<file path="src/rtl/sevenseg_scan_driver.sv">
// Time-multiplexed N-digit 7-segment driver: double-buffered digit codes, per-slot
// anti-ghost blanking, leading-zero suppression, hex/BCD decode and pin polarity.
module sevenseg_scan_driver #(
  parameter int NUM_DIGITS   = 4,
  parameter int DIGIT_CYCLES = 1000,
  parameter int BLANK_CYCLES = 2,
  parameter int HEX_EN       = 1,
  parameter int ACTIVE_LOW   = 1
) (
  input  logic                    clk,
  input  logic                    reset,
  input  logic                    enable,
  input  logic                    lz_en,
  input  logic                    load,
  input  logic [4*NUM_DIGITS-1:0] digits_in,
  input  logic [NUM_DIGITS-1:0]   dp_in,
  output logic [NUM_DIGITS-1:0]   an,
  output logic [6:0]              seg,
  output logic                    dp,
  output logic                    frame_done
);

  localparam int CNT_W = (DIGIT_CYCLES > 1) ? $clog2(DIGIT_CYCLES) : 1;
  localparam int IDX_W = (NUM_DIGITS > 1) ? $clog2(NUM_DIGITS) : 1;
  localparam logic [CNT_W-1:0] LAST_CNT  = CNT_W'(DIGIT_CYCLES - 1);
  localparam logic [IDX_W-1:0] LAST_IDX  = IDX_W'(NUM_DIGITS - 1);
  localparam logic [CNT_W-1:0] BLANK_LIM = CNT_W'(BLANK_CYCLES);

  typedef enum logic {
    S_BLANK = 1'b0,
    S_DRIVE = 1'b1
  } slot_state_t;

  localparam slot_state_t RESET_STATE = (BLANK_CYCLES > 0) ? S_BLANK : S_DRIVE;

  logic [4*NUM_DIGITS-1:0] pend_digits;
  logic [NUM_DIGITS-1:0]   pend_dp;
  logic [4*NUM_DIGITS-1:0] act_digits;
  logic [NUM_DIGITS-1:0]   act_dp;

  logic [CNT_W-1:0] cnt;
  logic [CNT_W-1:0] cnt_next;
  logic [IDX_W-1:0] idx;
  logic [IDX_W-1:0] idx_next;
  logic             boundary;

  slot_state_t state;
  slot_state_t state_next;

  logic [NUM_DIGITS-1:0] an_q;
  logic [NUM_DIGITS-1:0] an_next;
  logic [6:0]            seg_q;
  logic [6:0]            seg_next;
  logic                  dp_q;
  logic                  dp_next;
  logic                  frame_done_q;

  logic [3:0]            cur_code;
  logic                  cur_dp;
  logic                  suppress;
  logic [NUM_DIGITS-1:0] upper_zero;

  function automatic slot_state_t slot_of(input logic [CNT_W-1:0] c);
    slot_of = ((BLANK_CYCLES > 0) && (c < BLANK_LIM)) ? S_BLANK : S_DRIVE;
  endfunction

  function automatic logic [6:0] decode(input logic [3:0] code);
    logic [6:0] s;
    case (code)
      4'h0:    s = 7'h7E;
      4'h1:    s = 7'h30;
      4'h2:    s = 7'h6D;
      4'h3:    s = 7'h79;
      4'h4:    s = 7'h33;
      4'h5:    s = 7'h5B;
      4'h6:    s = 7'h5F;
      4'h7:    s = 7'h70;
      4'h8:    s = 7'h7F;
      4'h9:    s = 7'h73;
      4'hA:    s = (HEX_EN != 0) ? 7'h77 : 7'h00;
      4'hB:    s = (HEX_EN != 0) ? 7'h1F : 7'h00;
      4'hC:    s = (HEX_EN != 0) ? 7'h4E : 7'h00;
      4'hD:    s = (HEX_EN != 0) ? 7'h3D : 7'h00;
      4'hE:    s = (HEX_EN != 0) ? 7'h4F : 7'h00;
      default: s = (HEX_EN != 0) ? 7'h47 : 7'h00;
    endcase
    decode = s;
  endfunction

  // Slot counter and digit index; a boundary is the slot end of the last digit.
  always_comb begin
    cnt_next = cnt;
    idx_next = idx;
    boundary = 1'b0;
    if (!enable) begin
      cnt_next = '0;
      idx_next = '0;
    end else if (cnt == LAST_CNT) begin
      cnt_next = '0;
      if (idx == LAST_IDX) begin
        idx_next = '0;
        boundary = 1'b1;
      end else begin
        idx_next = idx + IDX_W'(1);
      end
    end else begin
      cnt_next = cnt + CNT_W'(1);
    end
  end

  // State always tracks the slot phase of the next count, so a restart from
  // disabled lands in the correct phase even when there is no blank phase.
  always_comb begin
    state_next = slot_of(cnt_next);
  end

  always_ff @(posedge clk or posedge reset) begin
    if (reset) begin
      cnt   <= '0;
      idx   <= '0;
      state <= RESET_STATE;
    end else begin
      cnt   <= cnt_next;
      idx   <= idx_next;
      state <= state_next;
    end
  end

  // load is a single-cycle strobe with no back-pressure: every edge with load=1
  // overwrites the pending buffer; the display only sees it at a frame boundary.
  always_ff @(posedge clk or posedge reset) begin
    if (reset) begin
      pend_digits <= '0;
      pend_dp     <= '0;
      act_digits  <= '0;
      act_dp      <= '0;
    end else begin
      if (load) begin
        pend_digits <= digits_in;
        pend_dp     <= dp_in;
      end
      if (!enable || boundary) begin
        act_digits <= pend_digits;
        act_dp     <= pend_dp;
      end
    end
  end

  // upper_zero[i]: digit i and every more significant digit are zero.
  always_comb begin
    logic zero_run;
    upper_zero = '0;
    zero_run   = 1'b1;
    for (int i = NUM_DIGITS - 1; i >= 0; i--) begin
      zero_run      = zero_run && (act_digits[4*i +: 4] == 4'd0);
      upper_zero[i] = zero_run;
    end
  end

  always_comb begin
    cur_code = '0;
    cur_dp   = 1'b0;
    suppress = 1'b0;
    for (int i = 0; i < NUM_DIGITS; i++) begin
      if (idx == IDX_W'(i)) begin
        cur_code = act_digits[4*i +: 4];
        cur_dp   = act_dp[i];
        suppress = lz_en && (i > 0) && upper_zero[i];
      end
    end
  end

  always_comb begin
    an_next  = '0;
    seg_next = '0;
    dp_next  = 1'b0;
    if (enable && (state == S_DRIVE)) begin
      for (int i = 0; i < NUM_DIGITS; i++) begin
        an_next[i] = (idx == IDX_W'(i));
      end
      seg_next = suppress ? 7'h00 : decode(cur_code);
      dp_next  = cur_dp;
    end
  end

  always_ff @(posedge clk or posedge reset) begin
    if (reset) begin
      an_q         <= '0;
      seg_q        <= '0;
      dp_q         <= 1'b0;
      frame_done_q <= 1'b0;
    end else begin
      an_q         <= an_next;
      seg_q        <= seg_next;
      dp_q         <= dp_next;
      frame_done_q <= boundary;
    end
  end

  assign an         = (ACTIVE_LOW != 0) ? ~an_q : an_q;
  assign seg        = (ACTIVE_LOW != 0) ? ~seg_q : seg_q;
  assign dp         = (ACTIVE_LOW != 0) ? ~dp_q : dp_q;
  assign frame_done = frame_done_q;

endmodule
</file>
<file path="config.mk">
export PLATFORM = sky130hd
export DESIGN_NAME = sevenseg_scan_driver
export DESIGN_NICKNAME = d
export VERILOG_FILES = /design/src/rtl/sevenseg_scan_driver.sv
export SDC_FILE = /design/constraint.sdc
export NUM_CORES = 1
export LEC_CHECK = 0
export ABC_AREA = 0
export BUFFER_PORTS_ARGS = -buffer_cell sky130_fd_sc_hd__buf_2
export CORE_AREA = 2 2 104 106
export DETAILED_ROUTE_END_ITERATION = 8
export DIE_AREA = 0 0 106 108
export PLACE_DENSITY_LB_ADDON = 0.12
export SYNTH_ARGS = -nofsm -noshare
export SYNTH_HDL_FRONTEND = slang
export SYNTH_SLANG_ARGS = --single-unit
</file>
<file path="constraint.sdc">
create_clock -name clk -period 2.8 [get_ports clk]
set_input_delay 0.56 -clock clk [delete_from_list [all_inputs] [get_ports clk]]
set_output_delay 0.56 -clock clk [all_outputs]
set_load 0.02 [all_outputs]
</file>
# Word level (Yosys, flattened, before mapping)
# Memories as Yosys holds them, arrays and structs flattened.
# Index checks and enable logic that the tools add are counted.
[word_totals] word_cells=59 reg_bits=66 input_bits=25 output_inout_bits=13 memories=1 mem_bits_ro=112
[memory_table] memory="(no name shown)" words=16 word_bits=7 rd=1 rd_clocked_by_memory_dff=0 wr=0 line_no="69" rtl="case (code)"
[op_classes] n_eq_ne=5 n_mux=24 addsub=2 order_cmp=1 bitwise=3 n_reduce_logical=12
[ops] op="$mux 10" count=2
[ops] op="$mux 4" count=5
[ops] op="$mux 7" count=2
[ops] op="$logic_not 4->1" count=3
[ops] op="$mux 1" count=12
[ops] op="$add 10x1->10 const B" count=1
[ops] op="$eq 10x10->1 const B" count=1
[ops] op="$lt 10x2->1 const B" count=1
[ops] op="$not 7->7" count=1
[ops] op="$logic_and 1x1->1" count=6
[ops] op="$mux 2" count=3
[ops] op="$eq 2x2->1 const B" count=2
[ops] op="$not 4->4" count=1
[ops] op="$add 2x1->2 const B" count=1
[ops] op="$eq 2x1->1 const B" count=1
[ops] op="$logic_not 2->1" count=1
[ops] op="$ne 2x1->1 const B" count=1
[ops] op="$logic_not 1->1" count=1
[ops] op="$logic_or 1x1->1" count=1
[ops] op="$not 1->1" count=1

# Longest topological paths before layout
# Gate-level depths: netlist (run 1).
[logic_depth] depth_word=9 mapped_depth=12 ltp_nobuf=11

# Worst setup path before layout (run 1)
# No wires, ideal clock.
[synth_path] kind="register to register" startpoint="register idx[0]" endpoint="register seg_q[3]" synth_period_minus_slack_ps=2590 t_required_ps=2658 path_stages_with_launch=11 n_path_buf=1 arrival_ps=2448 setup_slack_ps=210 setup_time_ps=142 path_cell_list="dfrtp_1 -> ha_1 -> buf_2 -> nor2b_1 -> a221oi_1 -> o31ai_1 -> inv_1 -> ha_1 -> mux2_2 -> nand2_1 -> a21oi_1"
[synth_between] elab_chain_len=8 word_cells_on_any_way=14 classes_between="eq/ne (3); mux (9); reduce/logical (1); memory (1)"
[synth_rtl] element="start: declaration" line_no="43" rtl="logic [IDX_W-1:0] idx;"
[synth_rtl] element="start signal: assignment" line_no="124" rtl="idx <= idx_next;"
[synth_rtl] element="$logic_not 2->1" line_no="165" rtl="if (idx == IDX_W'(i)) begin"
[synth_rtl] element="$mux 4 (4 in series)" line_no="165"
[synth_rtl] element="$mem_v2 16x7"
[synth_rtl] element="$mux 7 (*)" line_no="181" rtl="seg_next = suppress ? 7'h00 : decode(cur_code);"
[synth_rtl] element="$mux 7 (*)" line_no="177" rtl="if (enable && (state == S_DRIVE)) begin"
[synth_rtl] element="named net seg_next[3]" line_no="53" rtl="logic [6:0] seg_next;"
[synth_rtl] element="end signal: assignment" line_no="194" rtl="seg_q <= seg_next;"
[synth_rtl] element="end: declaration" line_no="52" rtl="logic [6:0] seg_q;"
# Mark *: on every way through the listed nets, which the timed path passes. The rest lies on a longest branch.
# A chain may end at the register's enable or synchronous reset.

# Worst setup path in the final report (run 1)
# Same ends and word-level chain as after synthesis.

==> out/metrics.cfg, run 1 <==
[critical_path]
worstPathRequired_ps = 2980
cp-start-kind = register
critical_path.top_delay_family = adder cells
crit_arrival_ps = 2690
crit_path_top_delay_cell = dfrtp_1
cp-startpoint = idx[0]
crit_path_cell_trace = inv_1, ha_1, nor2b_2, a221oi_1, o31ai_1, inv_1, ha_1, mux2_2, nand2_1, a21oi_1
critPathMaxStageDelay_ps = 430
worst-setup-path-type = reg2reg
crit_fanout = 4
rr_startpoint = idx[0]
crit_buf_inv = 2
end_kind = register

[detailed_routing]
drt_iter0_drc = 76
dr_total_vias = 2107
avgViaCountPerCell = 4.67
wl_per_cell_um = 13.4
ant_nets = 0
drc = 0
dr.pass1.iters = 4
drt-total-wl_um = 6020

[clocking]
cts_setup_buffers = 0
hold_buffers = 0
cts_buffers = 9
tritoncts = done
clk_pin_slew_ps = 70
cts_sinks = 66
h-tree-depth = 3
clock_latency_ps = 340
cts_root_buf = clkbuf_8
clockBufferDepth = 2

[cells_and_area]
instances_no_fill = 451
fillerInstances = 1038
multi_input_area_um2 = 1350
nNetsFinal = 347
mostFrequentLayoutCells = 66 x dfrtp_1, 41 x mux2_2, 37 x buf_2, 20 x nor2_1, 20 x inv_1
area_delta_synth_final_pct = 18.0
fin_area_um2 = 3690
register_area_um2 = 1650
diodes = 0
final_common_cell = dfrtp_1
drive_gt1_share_pct = 33.7
final_core_util_pct = 36.1

[global_routing]
grt_use_total_pct = 12.0
grt_max_degree = 44
overflow = 0
antenna_found_initial = 0
grt_pass1_vias = 2111
grt_pass1_wl_um = 10600

[synth]
ys_warn_count = 0
synth.distinct_cells = 44
synth.mux.area_fraction_pct = 16.0
avgSynthCellArea_um2 = 11.8
synth_area_leaders = dfrtp_1 53%, mux2_2 15%, ha_1 4.8%
yosysTopAreaCell = dfrtp_1
yosys.area.top_type_share_pct = 52.7
yosys.area_share.simple_pct = 12.3
synthFlopType = dfrtp_1
synth_nets = 303
syn_inst = 266
async_reset_ff_share_pct = 100
syn-cell-area_um2 = 3130
synth_top_family_by_area = multiplexers
synthAdderAreaFrac_pct = 4.79
synth-seq-cells = 66
synth_xor_area_share_pct = 1.96
synth-edff-count = 0
synth_compound_area_share_pct = 7.67
ys_seq_area_share_pct = 52.7

[sta]
finalSetupTns_ps = 0
slew_headroom_pct = 59.7
maxSlewViolCount = 0
hold_viol_final = 0
holdWs_ps = 258
fmax_ghz = 0.398
post-route-period-util_pct = 89.6
setup_viol = 0
setup_ws_ps = 290
rsz0062_at_grt = false
worstMarginPinSlew_ps = 604
fin_crit_ps = 2510
finClkSkew_ps = 12.3

[die]
die_area_um2 = 11400
row_count = 37
start_util_pct = 30.6
io_pins = 38
core-area_um2 = 10200
die_height_um = 108
die_w_um = 106

[run_status]
run_status = finished, final reports clean

[placement]
hpwl_um = 4410
dp_slack_ps = 243
gp_congestion = 0.822
dp.cells = 435
place_area_um2 = 3490
numPortBuffers = 37

[power_and_ir_drop]
power.total_mw = 2.25
p_leak_nw = 1.64
power_density_nw_per_um2 = 609
irDropWorstVdd_mv = 0.244

[min_path]
worst_hold_path_type = in2async

[job]
maxCapViolCount = 0

-- cells by family (layout without fill, tap and decap cells) --
kind of cell,count (synthesis),after routing
AND/OR/NAND/NOR,71,71
flip-flops,66,66
multiplexers,45,45
AO/OA/AOI/OAI,33,33
buffers and inverters,32,81
adder cells (fa/ha/maj),12,12
XOR/XNOR,7,7
-- cell usage after synthesis (all sizes together) (6+ instances only) --
master	count
buf	6
mux2	41
nand2	8
a211oi	8
nor3	8
dfrtp	66
nor2	20
nor2b	6
inv	21
ha	12
a21oi	8
and3	8
-- path summary, 6_finish.rpt --
check | slack [ps] | depth (start not counted) | endpoint
max | 290 | 10 | seg_q[3]
min | 260 | 2 | cnt[0]
min in group clk | 450 | 2 | pend_digits[2]
max reg2reg | 290 | 10 | seg_q[3]
min reg2reg | 460 | 1 | cnt[0]
max in group asynchronous | 1930 | 3 | pend_digits[14]
-- final cells by class --
cell class	instances	share of cell area, %
clock buffer	12	3.93
sequential	66	44.7
timing repair buffer	44	6.77
clock inverter	4	1.39
multi-input combinational	168	36.5
tap	136	4.61
inverter	21	2.13
-- per-layer routing --
layer | track usage (%) | up-vias | part of all wire, %
met5 | 0 | - | 0
met4 | 3.67 | 0 | 0.93
met3 | 4.64 | 4 | 4.8
met2 | 18.4 | 42 | 47
met1 | 15.8 | 1028 | 47
li1 | - | 1033 | -
-- registers in the layout, indices dropped and copies added (netlist names) --
name / count
cnt: 10
idx: 2
pend_digits: 16
dp_q: 1
pend_dp: 4
an_q: 4
act_digits: 16
seg_q: 7
frame_done: 1
act_dp: 4
state: 1
-- where the power goes --
part	switching, mW	internal, mW	total, mW	leakage (nW)
clock network	0.355	0.436	0.792	0.0966
logic	0.179	0.167	0.346	0.716
registers	0.0621	1.05	1.11	0.823
total	0.597	1.65	2.25	1.64
-- what timing repair did --
action,4_1_cts,5_1_grt
endpoints found under the setup margin,0,1
gates resized for setup,0,2
endpoints found under the hold margin,0,0
(Power assumes the default switching activity.)
==> run 2, diff against run 1 <==
--- a/config.mk
+++ b/config.mk
@@ -11,6 +11,7 @@
 export DETAILED_ROUTE_END_ITERATION = 8
 export DIE_AREA = 0 0 106 108
 export PLACE_DENSITY_LB_ADDON = 0.12
+export REMOVE_ABC_BUFFERS = 1
 export SYNTH_ARGS = -nofsm -noshare
 export SYNTH_HDL_FRONTEND = slang
 export SYNTH_SLANG_ARGS = --single-unit
==> run 2 against run 1 <==
Hold slack better by 14 ps. Non-clock buffer count unchanged. Clock power up 25%. Final cell count unchanged. Fmax down 1.5%. Sequential power about the same. Critical path type unchanged. Critical endpoint unchanged. Largest power group unchanged.
==> out/metrics.cfg, run 2 (synthesis gave the netlist of run 1 again) <==
[run_status]
run_status = finished, final reports clean

[global_routing]
overflow = 0
antenna_found_initial = 0
grt_use_total_pct = 11.9
grt_pass1_vias = 2067
grt_pass1_wl_um = 10400
grt_max_degree = 67

[placement]
place_area_um2 = 3490
gp_congestion = 0.769
numPortBuffers = 37
hpwl_um = 4330
dp_slack_ps = 237
dp.cells = 435

[detailed_routing]
drt-total-wl_um = 6110
wl_per_cell_um = 13.5
dr.pass1.iters = 4
drt_iter0_drc = 64
drc = 0
avgViaCountPerCell = 4.63
dr_total_vias = 2086
ant_nets = 0

[clocking]
cts_resized = 0
cts_buffers = 9
clock_latency_ps = 340
h-tree-depth = 3
cts_sinks = 66
clockBufferDepth = 2
clk_pin_slew_ps = 70
cts_setup_buffers = 0
hold_buffers = 0
cts_root_buf = clkbuf_8
tritoncts = done

[sta]
worstMarginPinSlew_ps = 626
fin_crit_ps = 2550
holdWs_ps = 271
post-route-period-util_pct = 91.0
rsz0062_at_grt = false
finalSetupTns_ps = 0
slew_headroom_pct = 58.2
fmax_ghz = 0.392
setup_ws_ps = 251
finClkSkew_ps = 7.58
hold_viol_final = 0
setup_viol = 0
maxSlewViolCount = 0

[critical_path]
cp-start-kind = register
crit_path_cell_trace = inv_1, ha_1, nor2b_1, a221oi_1, o31ai_1, inv_1, ha_1, mux2_2, nand2_1, a21oi_1
crit_arrival_ps = 2750
worst-setup-path-type = reg2reg
critPathMaxStageDelay_ps = 420
worstPathRequired_ps = 3000
crit_fanout = 4
crit_path_top_delay_cell = dfrtp_1
end_kind = register

[die]
start_util_pct = 30.6
die_w_um = 106
row_count = 37
die_height_um = 108
die_area_um2 = 11400
io_pins = 38
core-area_um2 = 10200

[cells_and_area]
register_area_um2 = 1650
instances_no_fill = 451
final_core_util_pct = 36.6
top_regs = act_digits: 16 flops, pend_digits: 16 flops, cnt: 10 flops
fillerInstances = 1036
multi_input_area_um2 = 1340
final_common_cell = dfrtp_1
nNetsFinal = 347
diodes = 0
fin_area_um2 = 3740
drive_gt1_share_pct = 33.7
area_delta_synth_final_pct = 19.5
mostFrequentLayoutCells = 66 x dfrtp_1, 41 x mux2_2, 37 x buf_2, 20 x nor2_1, 20 x inv_1

[job]
maxCapViolCount = 0

[power_and_ir_drop]
power.total_mw = 2.45
power_density_nw_per_um2 = 654
irDropWorstVdd_mv = 0.199
p_leak_nw = 1.66

[min_path]
worst_hold_path_type = in2async

## run 2: cell types whose count changed in the layout (fill, tap and decap cells not counted)
| cell | previous run | this run |
|---|---|---|
| clkinvlp_4 | 1 | 0 |
| clkinv_2 | 1 | 2 |
| clkbuf_8 | 10 | 11 |
| clkinv_4 | 1 | 0 |
| a221oi_1 | 4 | 5 |
| nor2b_1 | 5 | 6 |
| clkbuf_1 | 2 | 0 |
| bufinv_16 | 1 | 3 |
| a221oi_2 | 1 | 0 |
| nor2b_2 | 1 | 0 |
## run 2: critical path, delay by kind of cell (launching register included)
| kind | cells | cell delay (ps) |
|---|---|---|
| mux | 1 | 350 |
| simple gates | 2 | 290 |
| compound gates | 3 | 510 |
| flops | 1 | 420 |
| buf+inv | 2 | 250 |
| fa+ha+maj | 2 | 580 |
## run 2: final cells by class
cell class	count	share of cell area, %
clock inverters	5	2.68
inverters	21	2.11
clock buffers	11	4.05
multi-input cells	168	35.8
flip-flops and latches	66	44.1
well taps	136	4.55
repair buffers	44	6.69
## run 2: worst paths after layout
path	start	end	slack, ps	cells past startpoint
max in group asynchronous	reset	act_dp[3]	2230	3
worst max-delay path	idx[0]	seg_q[3]	250	10
worst min-delay path	reset	seg_q[2]	270	3
min in group clk	digits_in[1]	pend_digits[1]	440	2
worst min register to register	cnt[0]	cnt[0]	470	1
worst max register to register	idx[0]	seg_q[3]	250	10
## run 2: report_power, final
part	switching (mW)	leakage [nW]	internal, mW
combinational	0.179	0.712	0.166
sequential	0.0606	0.823	1.05
clock	0.356	0.129	0.637
total	0.596	1.66	1.85
## run 2: metal layers
layer / GRT usage [%] / vias to the layer above / share of wire (%)
met5: 0 / - / 0
met4: 6.20 / 0 / 1.9
met3: 3.62 / 10 / 3.3
met2: 17.6 / 37 / 45
met1: 15.8 / 1014 / 50
li1: - / 1025 / -
==> run 3, diff against run 2 <==
--- a/config.mk
+++ b/config.mk
@@ -7,9 +7,9 @@
 export LEC_CHECK = 0
 export ABC_AREA = 0
 export BUFFER_PORTS_ARGS = -buffer_cell sky130_fd_sc_hd__buf_2
-export CORE_AREA = 2 2 104 106
+export CORE_AREA = 2 2 118 120
 export DETAILED_ROUTE_END_ITERATION = 8
-export DIE_AREA = 0 0 106 108
+export DIE_AREA = 0 0 120 122
 export PLACE_DENSITY_LB_ADDON = 0.12
 export REMOVE_ABC_BUFFERS = 1
 export SYNTH_ARGS = -nofsm -noshare
==> run 3 against run 2 <==
Core utilization is 7.9 points lower. First-iteration DRC count is 16% higher. Largest power group is now clock. Critical path type unchanged. Flip-flop and latch count is the same.
==> out/metrics.cfg, run 3 (synthesis gave the netlist of run 1 again) <==
[run_status]
run_status = finished, final reports clean

[critical_path]
worstPathRequired_ps = 2980
crit_arrival_ps = 2760
r2r-end = seg_q[3]
reg2reg_depth = 10
r2r_slack_ps = 220
rr_startpoint = idx[0]
worst-setup-path-type = reg2reg
cp-start-kind = register
crit_fanout = 4
end_kind = register

[sta]
slew_headroom_pct = 59.5
setup_ws_ps = 222
post-route-period-util_pct = 92.1
hold_viol_final = 0
fmax_ghz = 0.388
maxSlewViolCount = 0
setup_viol = 0
worstMarginPinSlew_ps = 607
fin_crit_ps = 2580
rsz0062_at_grt = false
holdWs_ps = 144
finalSetupTns_ps = 0
finClkSkew_ps = 5.41

[clocking]
cts_buffers = 9
cts_sinks = 66
cts_setup_buffers = 0
cts_resized = 0
clk_pin_slew_ps = 60
h-tree-depth = 3
clockBufferDepth = 2
hold_buffers = 0
cts_root_buf = clkbuf_16
tritoncts = done
clock_latency_ps = 330

[detailed_routing]
drt-total-wl_um = 6470
drt_iter0_drc = 74
dr.pass1.iters = 4
drc = 0
dr_total_vias = 2058
wl_per_cell_um = 13.1
avgViaCountPerCell = 4.16
ant_nets = 0

[placement]
numPortBuffers = 37
dp_slack_ps = 215
gp_congestion = 0.755
hpwl_um = 4650
dp.cells = 479

[die]
start_util_pct = 23.2
die_area_um2 = 14600
row_count = 43
io_pins = 38
die_w_um = 120
core-area_um2 = 13500
die_height_um = 122

[global_routing]
grt_pass1_vias = 2137
grt_pass1_wl_um = 11100
grt_use_total_pct = 9.84
grt_max_degree = 59
antenna_found_initial = 0
overflow = 0

[cells_and_area]
instances_no_fill = 495
nNetsFinal = 347
drive_gt1_share_pct = 33.7
register_area_um2 = 1650
fillerInstances = 1416
final_core_util_pct = 28.7
diodes = 0
multi_input_area_um2 = 1340
area_delta_synth_final_pct = 23.7
mostFrequentLayoutCells = 66 x dfrtp_1, 41 x mux2_2, 37 x buf_2, 20 x nor2_1, 20 x inv_1
top_regs = act_digits: 16 flops, pend_digits: 16 flops, cnt: 10 flops
final_common_cell = dfrtp_1

[min_path]
worst_hold_path_type = in2async

[power_and_ir_drop]
p_leak_nw = 1.69
power_density_nw_per_um2 = 693
irDropWorstVdd_mv = 0.220

[job]
maxCapViolCount = 0

-- run 3: stage by stage --
step / area, µm² / total power [mW]
after CTS: 3870 / 2.73
after floorplan: 3070 / 1.35
after global routing: 3870 / 2.82
after detailed placement: 3540 / 1.48
after global placement: 3540 / 1.48
final: 3870 / 2.68
-- run 3: layer usage --
| metal | up-vias | track usage [%] | part of all wire [%] |
|---|---|---|---|
| met3 | 5 | 2.95 | 3.4 |
| met1 | 999 | 13.4 | 51 |
| met2 | 27 | 14.5 | 44 |
| met4 | 0 | 4.19 | 1.4 |
| li1 | 1027 | - | - |
| met5 | - | 0 | 0 |
-- run 3: worst max path at each step --
| stage | start | to | slack (ps) | cells past startpoint |
|---|---|---|---|---|
| after floorplan | idx[0] | seg_q[3] | 250 | 9 |
| after global placement | idx[0] | seg_q[3] | 320 | 10 |
| after detailed placement | idx[0] | seg_q[3] | 210 | 10 |
| after CTS | idx[0] | seg_q[3] | 210 | 10 |
| after global routing | idx[0] | seg_q[3] | 80 | 10 |
| final | idx[0] | seg_q[3] | 220 | 10 |
-- run 3: power breakdown --
group	internal [mW]	switching, mW
logic	0.167	0.181
clock network	0.786	0.439
registers	1.05	0.0601
-- run 3: cell type report --
class                   instances  share of cell area, %
clock buffers                   9                   5.82
repair buffers                 44                   6.46
multi-input cells             168                   34.6
well taps                     180                   5.82
flip-flops and latches         66                   42.6
inverters                      21                   2.04
clock inverters                 7                   2.65
-- run 3: critical path: stages (launching register included) --
cell and delay [ps]:
dfrtp_1 420, inv_1 100, ha_1 210, nor2b_1 240, a221oi_1 130, o31ai_1 330, inv_1 160, ha_1 390
mux2_2 340, nand2_1 60, a21oi_1 50
